==> src/rtl/hart_pkg.sv <==
// hart_pkg: shared definitions for the RV32I hart pipeline.
//
// Holds the width and bit layout of the packed control bundle that travels
// from ID into EX, plus the all-zero bubble encoding. A bubble has every
// side-effecting bit clear (reg_write, mem_read, mem_write, jal, jalr, branch),
// so an instruction slot holding it can never write state or redirect the PC.
//
// Control bundle layout (LSB first):
//   [2:0]   ALUOp
//   [6:3]   func
//   [9:7]   func3
//   [10]    jal
//   [11]    jalr
//   [12]    branch
//   [13]    op1_pc     (ALU operand 1 = PC instead of rs1)
//   [14]    op2_imm    (ALU operand 2 = immediate instead of rs2)
//   [15]    mem_read
//   [16]    mem_write
//   [17]    reg_write
//   [19:18] wb_sel
package hart_pkg;

    localparam int CTRL_W = 20;

    localparam int CTRL_ALUOP_LSB  = 0;
    localparam int CTRL_ALUOP_W    = 3;
    localparam int CTRL_FUNC_LSB   = 3;
    localparam int CTRL_FUNC_W     = 4;
    localparam int CTRL_FUNC3_LSB  = 7;
    localparam int CTRL_FUNC3_W    = 3;
    localparam int CTRL_JAL        = 10;
    localparam int CTRL_JALR       = 11;
    localparam int CTRL_BRANCH     = 12;
    localparam int CTRL_OP1_PC     = 13;
    localparam int CTRL_OP2_IMM    = 14;
    localparam int CTRL_MEM_READ   = 15;
    localparam int CTRL_MEM_WRITE  = 16;
    localparam int CTRL_REG_WRITE  = 17;
    localparam int CTRL_WB_SEL_LSB = 18;
    localparam int CTRL_WB_SEL_W   = 2;

    localparam logic [CTRL_W-1:0] CTRL_BUBBLE = '0;

endpackage

==> src/rtl/id_ex_stage_fwd_unit.sv <==
// fwd_unit: combinational forwarding mux for one EX source operand.
//
// Picks the newest in-flight value for source register i_rs:
//   EX/MEM result if that producer writes i_rs, else MEM/WB value if that
//   producer writes i_rs, else the value read from the register file at ID.
// x0 is never forwarded, so a producer with rd=0 cannot override the
// hard-wired zero.
//
// Ports:
//   i_rs, i_rs_data                       source address and regfile data
//   i_exm_valid/regwrite/rd/value         EX/MEM producer
//   i_mwb_valid/regwrite/rd/value         MEM/WB producer
//   o_data                                forwarded operand
module fwd_unit #(
    parameter int XLEN = 32,
    parameter int RA_W = 5
) (
    input  logic [RA_W-1:0] i_rs,
    input  logic [XLEN-1:0] i_rs_data,
    input  logic            i_exm_valid,
    input  logic            i_exm_regwrite,
    input  logic [RA_W-1:0] i_exm_rd,
    input  logic [XLEN-1:0] i_exm_value,
    input  logic            i_mwb_valid,
    input  logic            i_mwb_regwrite,
    input  logic [RA_W-1:0] i_mwb_rd,
    input  logic [XLEN-1:0] i_mwb_value,
    output logic [XLEN-1:0] o_data
);

    logic exm_hit;
    logic mwb_hit;

    assign exm_hit = i_exm_valid && i_exm_regwrite && (i_exm_rd != '0) && (i_exm_rd == i_rs);
    assign mwb_hit = i_mwb_valid && i_mwb_regwrite && (i_mwb_rd != '0) && (i_mwb_rd == i_rs);

    // EX/MEM holds the younger result, so it wins over MEM/WB.
    always_comb begin
        o_data = i_rs_data;
        if (exm_hit) begin
            o_data = i_exm_value;
        end else if (mwb_hit) begin
            o_data = i_mwb_value;
        end
    end

endmodule

==> src/rtl/id_ex_stage.sv <==
// id_ex_stage: ID/EX pipeline register of the 5-stage RV32I hart.
//
// Captures the decoded instruction from ID, resolves operand forwarding from
// EX/MEM and MEM/WB against the registered source addresses, detects load-use
// hazards (stalling IF/ID for one cycle) and inserts a bubble on an EX redirect.
//
// Ports:
//   i_clk, i_rst                 clock, synchronous active-high reset
//   i_id_*                       decoded instruction from ID
//   i_flush                      EX redirect: squash the instruction in ID
//   i_exm_*, i_mwb_*             downstream producers for forwarding
//   o_stall                      hold PC and IF/ID this cycle
//   o_valid, o_pc, o_imm, o_rd   registered instruction state for EX
//   o_op1, o_op2                 forwarded, selected ALU operands
//   o_store_data                 forwarded rs2 for stores
//   o_ctrl                       registered control bundle
module id_ex_stage
    import hart_pkg::*;
#(
    parameter int XLEN   = 32,
    parameter int RA_W   = 5,
    parameter int CTRL_W = hart_pkg::CTRL_W
) (
    input  logic              i_clk,
    input  logic              i_rst,
    input  logic              i_id_valid,
    input  logic [XLEN-1:0]   i_id_pc,
    input  logic [RA_W-1:0]   i_id_rs1,
    input  logic [RA_W-1:0]   i_id_rs2,
    input  logic [RA_W-1:0]   i_id_rd,
    input  logic [XLEN-1:0]   i_id_rs1_data,
    input  logic [XLEN-1:0]   i_id_rs2_data,
    input  logic [XLEN-1:0]   i_id_imm,
    input  logic [CTRL_W-1:0] i_id_ctrl,
    input  logic              i_flush,
    input  logic              i_exm_valid,
    input  logic              i_exm_regwrite,
    input  logic [RA_W-1:0]   i_exm_rd,
    input  logic [XLEN-1:0]   i_exm_value,
    input  logic              i_mwb_valid,
    input  logic              i_mwb_regwrite,
    input  logic [RA_W-1:0]   i_mwb_rd,
    input  logic [XLEN-1:0]   i_mwb_value,
    output logic              o_stall,
    output logic              o_valid,
    output logic [XLEN-1:0]   o_pc,
    output logic [XLEN-1:0]   o_imm,
    output logic [XLEN-1:0]   o_op1,
    output logic [XLEN-1:0]   o_op2,
    output logic [XLEN-1:0]   o_store_data,
    output logic [RA_W-1:0]   o_rd,
    output logic [CTRL_W-1:0] o_ctrl
);

    logic              vld_p1;
    logic [XLEN-1:0]   pc_p1;
    logic [XLEN-1:0]   imm_p1;
    logic [RA_W-1:0]   rd_p1;
    logic [RA_W-1:0]   rs1_p1;
    logic [RA_W-1:0]   rs2_p1;
    logic [XLEN-1:0]   rs1_data_p1;
    logic [XLEN-1:0]   rs2_data_p1;
    logic [CTRL_W-1:0] ctrl_p1;

    logic              load_use;
    logic              bubble;
    logic [XLEN-1:0]   fwd_rs1;
    logic [XLEN-1:0]   fwd_rs2;

    // Both source fields are compared whatever the instruction format; a
    // spurious stall on an unused rs2 field only costs a cycle.
    assign load_use = vld_p1 && ctrl_p1[CTRL_MEM_READ] && (rd_p1 != '0) && i_id_valid &&
                      ((i_id_rs1 == rd_p1) || (i_id_rs2 == rd_p1));

    // A flush makes the ID instruction wrong-path, so it must not be held.
    assign o_stall = load_use && !i_flush;
    assign bubble  = i_flush || load_use;

    // ---- ID -> EX boundary ----
    always_ff @(posedge i_clk) begin
        if (i_rst) begin
            vld_p1      <= 1'b0;
            ctrl_p1     <= CTRL_BUBBLE;
            pc_p1       <= '0;
            imm_p1      <= '0;
            rd_p1       <= '0;
            rs1_p1      <= '0;
            rs2_p1      <= '0;
            rs1_data_p1 <= '0;
            rs2_data_p1 <= '0;
        end else if (bubble) begin
            // Only valid/ctrl need clearing; datapath fields keep their value.
            vld_p1      <= 1'b0;
            ctrl_p1     <= CTRL_BUBBLE;
        end else begin
            vld_p1      <= i_id_valid;
            ctrl_p1     <= i_id_ctrl;
            pc_p1       <= i_id_pc;
            imm_p1      <= i_id_imm;
            rd_p1       <= i_id_rd;
            rs1_p1      <= i_id_rs1;
            rs2_p1      <= i_id_rs2;
            rs1_data_p1 <= i_id_rs1_data;
            rs2_data_p1 <= i_id_rs2_data;
        end
    end

    // ---- EX operand resolution ----
    fwd_unit #(.XLEN(XLEN), .RA_W(RA_W)) u_fwd_rs1 (
        .i_rs           (rs1_p1),
        .i_rs_data      (rs1_data_p1),
        .i_exm_valid    (i_exm_valid),
        .i_exm_regwrite (i_exm_regwrite),
        .i_exm_rd       (i_exm_rd),
        .i_exm_value    (i_exm_value),
        .i_mwb_valid    (i_mwb_valid),
        .i_mwb_regwrite (i_mwb_regwrite),
        .i_mwb_rd       (i_mwb_rd),
        .i_mwb_value    (i_mwb_value),
        .o_data         (fwd_rs1)
    );

    fwd_unit #(.XLEN(XLEN), .RA_W(RA_W)) u_fwd_rs2 (
        .i_rs           (rs2_p1),
        .i_rs_data      (rs2_data_p1),
        .i_exm_valid    (i_exm_valid),
        .i_exm_regwrite (i_exm_regwrite),
        .i_exm_rd       (i_exm_rd),
        .i_exm_value    (i_exm_value),
        .i_mwb_valid    (i_mwb_valid),
        .i_mwb_regwrite (i_mwb_regwrite),
        .i_mwb_rd       (i_mwb_rd),
        .i_mwb_value    (i_mwb_value),
        .o_data         (fwd_rs2)
    );

    assign o_valid      = vld_p1;
    assign o_pc         = pc_p1;
    assign o_imm        = imm_p1;
    assign o_rd         = rd_p1;
    assign o_ctrl       = ctrl_p1;
    assign o_op1        = ctrl_p1[CTRL_OP1_PC]  ? pc_p1  : fwd_rs1;
    assign o_op2        = ctrl_p1[CTRL_OP2_IMM] ? imm_p1 : fwd_rs2;
    assign o_store_data = fwd_rs2;

endmodule

==> config.mk <==
export PLATFORM = sky130hd
export DESIGN_NAME = id_ex_stage
export DESIGN_NICKNAME = d
export VERILOG_FILES = /design/src/rtl/hart_pkg.sv /design/src/rtl/id_ex_stage_fwd_unit.sv /design/src/rtl/id_ex_stage.sv
export SDC_FILE = /design/constraint.sdc
export NUM_CORES = 1
export LEC_CHECK = 0
export ABC_AREA = 1
export CAP_MARGIN = 5
export CORE_AREA = 2 2 169 171
export CTS_CLUSTER_SIZE = 25
export DETAILED_ROUTE_END_ITERATION = 8
export DIE_AREA = 0 0 171 173
export HOLD_SLACK_MARGIN = 0.12
export PLACE_DENSITY = 0.71
export SETUP_SLACK_MARGIN = 0.3
export SLEW_MARGIN = 0
export SYNTH_ARGS = -nofsm -noshare
export SYNTH_HDL_FRONTEND = slang
export SYNTH_SLANG_ARGS = --single-unit
export TNS_END_PERCENT = 10
==> constraint.sdc <==
create_clock -name i_clk -period 4.12 [get_ports i_clk]
set_input_delay 0.412 -clock i_clk [delete_from_list [all_inputs] [get_ports i_clk]]
set_output_delay 0.412 -clock i_clk [all_outputs]
set_load 0.005 [all_outputs]
After elaboration in Yosys (flattened, before gate mapping):

Index checks and enable logic that the tools add are counted.

* register bits: 164

* reductions and logical operators: 20
* eq/ne operators: 6
* muxes and demuxes: 6

Operators with widths (number)
* two-way mux 32 bit: 6
* == test 5 bit: 6
* nonzero test 5 bit: 3
* logical AND 1 bit: 13
* logical OR 1 bit: 2
* OR reduction 2 bit: 1
* zero test 1 bit: 1

Depth between registers and ports, before layout:

* word-level depth: 6
* gate-level depth with buffers: 12
* gate-level depth less buffers: 10

Cells and area by module:

A second synthesis with hierarchy kept.

* cells, all modules: 1722
* area total of the unflattened synthesis: 10537.6 um2

Modules (own cells, without submodules)
* id_ex_stage: instances 1, area an instance 7875.1 um2, cells each 1120
* fwd_unit: instances 2, area an instance 1331.3 um2, cells each 301

Least setup slack after synthesis:

Ideal clock, no wire load.

* kind: input -> output
* start: input i_exm_rd[3]
* end: output o_op1[10]
* arrival: 1403 ps
* stages: 9
* path buffers: 1
* required time: 3708 ps
* slack: 2305 ps
* cell sequence: nor3_1 -> nand2_1 -> nand2_1 -> inv_2 -> nand2_1 -> clkbuf_1 -> nand3_1 -> nand2_1 -> nand2_1

* cells in the longest elaborated chain, start to end: 5
* elaborated cells on any way between the ends: 6
* those cells by class: eq/ne (1); mux (2); reduce/logical (3)

Ends and longest elaborated chain
* start, declared: line id_ex_stage.sv:38 `input logic [RA_W-1:0] i_exm_rd,`
* nonzero test 5 bit: line id_ex_stage_fwd_unit.sv:34 `assign exm_hit = i_exm_valid && i_exm_regwrite && (i_exm_rd != '0) && (i_exm_rd == i_rs);`
* logical AND 1 bit: line id_ex_stage_fwd_unit.sv:34
* logical AND 1 bit *: line id_ex_stage_fwd_unit.sv:34
* two-way mux 32 bit *: line id_ex_stage_fwd_unit.sv:40 `if (exm_hit) begin`
* two-way mux 32 bit *: line id_ex_stage.sv:142 `assign o_op1 = ctrl_p1[CTRL_OP1_PC] ? pc_p1 : fwd_rs1;`
* end, declared: line id_ex_stage.sv:48 `output logic [XLEN-1:0] o_op1,`

Mark *: on every way between the ends. The rest lies on a longest branch, timed or not.

Worst setup path in the final report:

* start: input i_exm_rd[3]
* end: output o_op2[26]

* cells in the longest elaborated chain, start to end: 5
* elaborated cells on any way between the ends: 6
* those cells by class: eq/ne (1); mux (2); reduce/logical (3)

Ends and longest elaborated chain
* nonzero test 5 bit: line id_ex_stage_fwd_unit.sv:34
* logical AND 1 bit: line id_ex_stage_fwd_unit.sv:34
* logical AND 1 bit *: line id_ex_stage_fwd_unit.sv:34
* two-way mux 32 bit *: line id_ex_stage_fwd_unit.sv:40
* two-way mux 32 bit *: line id_ex_stage.sv:143 `assign o_op2 = ctrl_p1[CTRL_OP2_IMM] ? imm_p1 : fwd_rs2;`
* end, declared: line id_ex_stage.sv:49 `output logic [XLEN-1:0] o_op2,`

Marks and branches as above.

==> results.py <==
metrics = {
    "outcome": {
        "status": "complete, no violations",
    },
    "yosys": {
        "synthesis.area_um2": 10200,
        "synthMuxAreaShare_pct": 0,
        "synth_top_area_cell": "dfxtp_1",
        "ys_async_sr_fraction_pct": 0,
        "synth_commonest_cells": "429 x nand2_1, 375 x nand3_1, 240 x inv_1",
        "synth-edff-count": 0,
        "synth_top_area_share_pct": 32.3,
        "syn_nets": 1969,
        "synth_area_leaders": "dfxtp_1 32%, nand3_1 18%, nand2_1 16%",
        "synth_compound_area_share_pct": 7.04,
        "syn_avg_cell_area_um2": 5.89,
        "synth_cells": 1724,
        "synth_xor_area_share_pct": 2.07,
        "synth-seq-cells": 164,
        "ys_warn_count": 0,
        "synth_top_family_by_area": "simple AND/OR/NAND/NOR gates",
        "yosysSeqAreaShare_pct": 32.3,
        "yosysMostFrequentCell": "nand2_1",
        "synthFlopType": "dfxtp_1",
        "yosys.area_share.simple_pct": 43.4,
        "yosys.cell_types.count": 20,
        "synth_fa_ha_area_share_pct": 0,
    },
    "critical_path": {
        "slowest_stage": "clkdlybuf4s50_1",
        "crit_arrival_ns": 3.00,
        "max_stage_delay_ns": 0.55,
        "worstPathCellList": "clkdlybuf4s50_1, nor3_1, nand2_1, nand2_1, inv_2, nand3_2, buf_4, nand3_1, nand3_1, nand2_1, clkdlybuf4s50_1",
        "crit_top_cell": "nand2_1",
        "path_delay_family": "buffers and inverters",
        "cp-end-kind": "output pin",
        "required_ns": 3.71,
        "cp_num_buf_inv": 4,
        "crit_fanout": 20,
        "crit_path_start_kind": "primary input",
        "worstSetupPathType": "primary input to output pin",
    },
    "placed_design": {
        "hpwlAfterDp_um": 30700,
        "place.gp.congestion": 0.886,
        "place_worst_setup_slack_ns": 0.691,
        "port-buffer-count": 431,
    },
    "power_and_ir_drop": {
        "netSwitchingFraction_pct": 28.7,
        "p_comb_share_pct": 24.6,
        "vdd_drop_max_mv": 0.183,
        "p_sw_w": 0.00135,
        "clockPowerShare_pct": 37.5,
        "p_leak_nw": 7.43,
        "p_per_area_nw_per_um2": 308,
        "p_int_w": 0.00334,
        "pwr-share-seq_pct": 37.8,
    },
    "clock_network": {
        "holdBufCountCts": 0,
        "root_buffer": "clkbuf_16",
        "post_cts_resized": 0,
        "post_cts_buffers": 0,
        "cts.sinks": 164,
        "cts_tree": "yes",
        "clk_pin_slew_ns": 0.06,
        "clock_latency_ns": 0.43,
        "numCtsBuffers": 17,
        "cts.path.max_buffers": 2,
        "cts_max_level": 4,
    },
    "timing": {
        "worst_slack_ns": 0.708,
        "tightest_slew_ns": 1.13,
        "drv_slew": 0,
        "min_period_over_period_pct": 82.8,
        "hold_violations": 0,
        "finalClockSkew_ns": 0.0181,
        "hold_slack_ns": 0.485,
        "grt_setup_unrepaired": "false",
        "setup_viol": 0,
        "finalSetupTns_ns": 0,
        "fin_crit_ns": 3.41,
        "slew_headroom_pct": 24.5,
        "fmax_ghz": 0.293,
    },
    "finish": {
        "area.growth.synth_to_final_pct": 49.8,
        "final.fill_count": 2879,
        "multi_input_area_um2": 5380,
        "seq_area_um2": 3290,
        "layout-drive-gt1-share_pct": 3.27,
        "layout.nets": 2313,
    },
    "grt": {
        "grt_max_degree": 118,
        "grt_pass1_vias": 11500,
        "grt-ovfl-total": 0,
        "antenna_found_initial": 4,
        "grt_pass1_wl_um": 64000,
        "track_usage_pct": 27.8,
    },
    "floorplanning": {
        "num_rows": 61,
        "die_area_um2": 29600,
        "coreArea_um2": 27600,
        "ios": 432,
        "fp.dieH_um": 173,
        "die_x_um": 171,
        "start_util_pct": 36.8,
    },
    "detailed_routing": {
        "vias_per_cell": 4.96,
        "drt_iter0_markers": 955,
        "vias": 12200,
        "dr_wl_met3_um": 3300,
        "met1Wirelength_um": 17600,
        "wl_per_cell_um": 17.2,
        "drc": 0,
        "ant_nets": 0,
        "first_pass_iters": 6,
        "dr_wl_met2_um": 20400,
        "top_layer": "met4",
        "routed_wirelength_um": 42300,
    },
    "min_path": {
        "hold_path_class": "flop to flop",
    },
    "run": {
        "maxCapViolCount": 0,
    },
}
[layout make-up]
class / instances / share of cell area, %
multi-input combinational: 1187 / 35.4
timing repair buffer: 454 / 29.7
sequential: 164 / 21.6
inverter: 244 / 6.09
tap: 378 / 3.11
clock buffer: 18 / 2.82
clock inverter: 14 / 1.31
antenna: 4 / 0.0658
[flip-flops by register name, indices dropped and copies added (netlist names)]
register     cells
o_imm           32
o_ctrl          20
o_valid          1
rs1_p1           5
rs2_p1           5
rs1_data_p1     32
o_rd             5
o_pc            32
rs2_data_p1     32
[power groups by stage]
stage	logic, W	clock network [W]	registers (W)
after floorplan	0.000477	0	0.00179
final	0.00116	0.00176	0.00177
after global routing	0.00127	0.00185	0.00178
after CTS	0.00116	0.00179	0.00177
after detailed placement	0.00115	0	0.00181
after global placement	0.00115	0	0.00181
[per-stage QoR]
| stage | area (um^2) | std cells | utilization, % | power, W |
|---|---|---|---|---|
| 6_report | 15200 | 2463 | 55.1 | 0.00469 |
| 5_1_grt | 15200 | 2463 | 55.1 | 0.00491 |
| 4_1_cts | 15200 | 2459 | 55.0 | 0.00473 |
| 3_5_place_dp | 14600 | 2427 | 52.8 | 0.00296 |
| 3_3_place_gp | 14600 | 2427 | 52.8 | 0.00295 |
| 2_1_floorplan | 10200 | 1724 | - | 0.00227 |
[kinds of logic (layout without fill, tap and decap cells)]
group | Yosys count | after routing
AOI/OAI and AO/OA | 143 | 143
xor gates and xnor gates | 24 | 24
buffers and inverters | 373 | 730
DFF | 164 | 164
other | 0 | 4
and+or+nand+nor | 1020 | 1020
[cell usage in the layout, fill, tap and decap left out, drive strengths merged]
cell	n
a21oi	143
and2	32
buf	23
bufinv	4
clkbuf	18
clkdlybuf4s50	431
clkinv	3
clkinvlp	3
dfxtp	164
diode	4
inv	248
nand2	430
nand3	375
nand4	2
nor2	179
nor3	2
xnor2	15
xor2	9
[final timing paths]
kind,slack (ns),startpoint,cells past startpoint,end
worst max-delay path,0.71,i_exm_rd[3],11,o_op2[26]
worst min-delay path,0.48,rs1_data_p1[17]$_SDFFE_PP0N_,2,rs1_data_p1[17]$_SDFFE_PP0N_
worst max register to register,1.81,o_rd[3]$_SDFFE_PP0N_,11,o_imm[22]$_SDFFE_PP0N_
worst min register to register,0.48,rs1_data_p1[17]$_SDFFE_PP0N_,2,rs1_data_p1[17]$_SDFFE_PP0N_
[worst min-delay path: stages (launching register included)]
cell,delay [ns]
dfxtp_1,0.33
a21oi_1,0.04
nor2_1,0.08
[routing by layer]
metal	up-vias	track usage [%]
met3	53	5.38
met5	-	0
li1	6066	-
met1	5566	34.7
met4	0	9.82
met2	523	47.5
(Power assumes the default switching activity.)
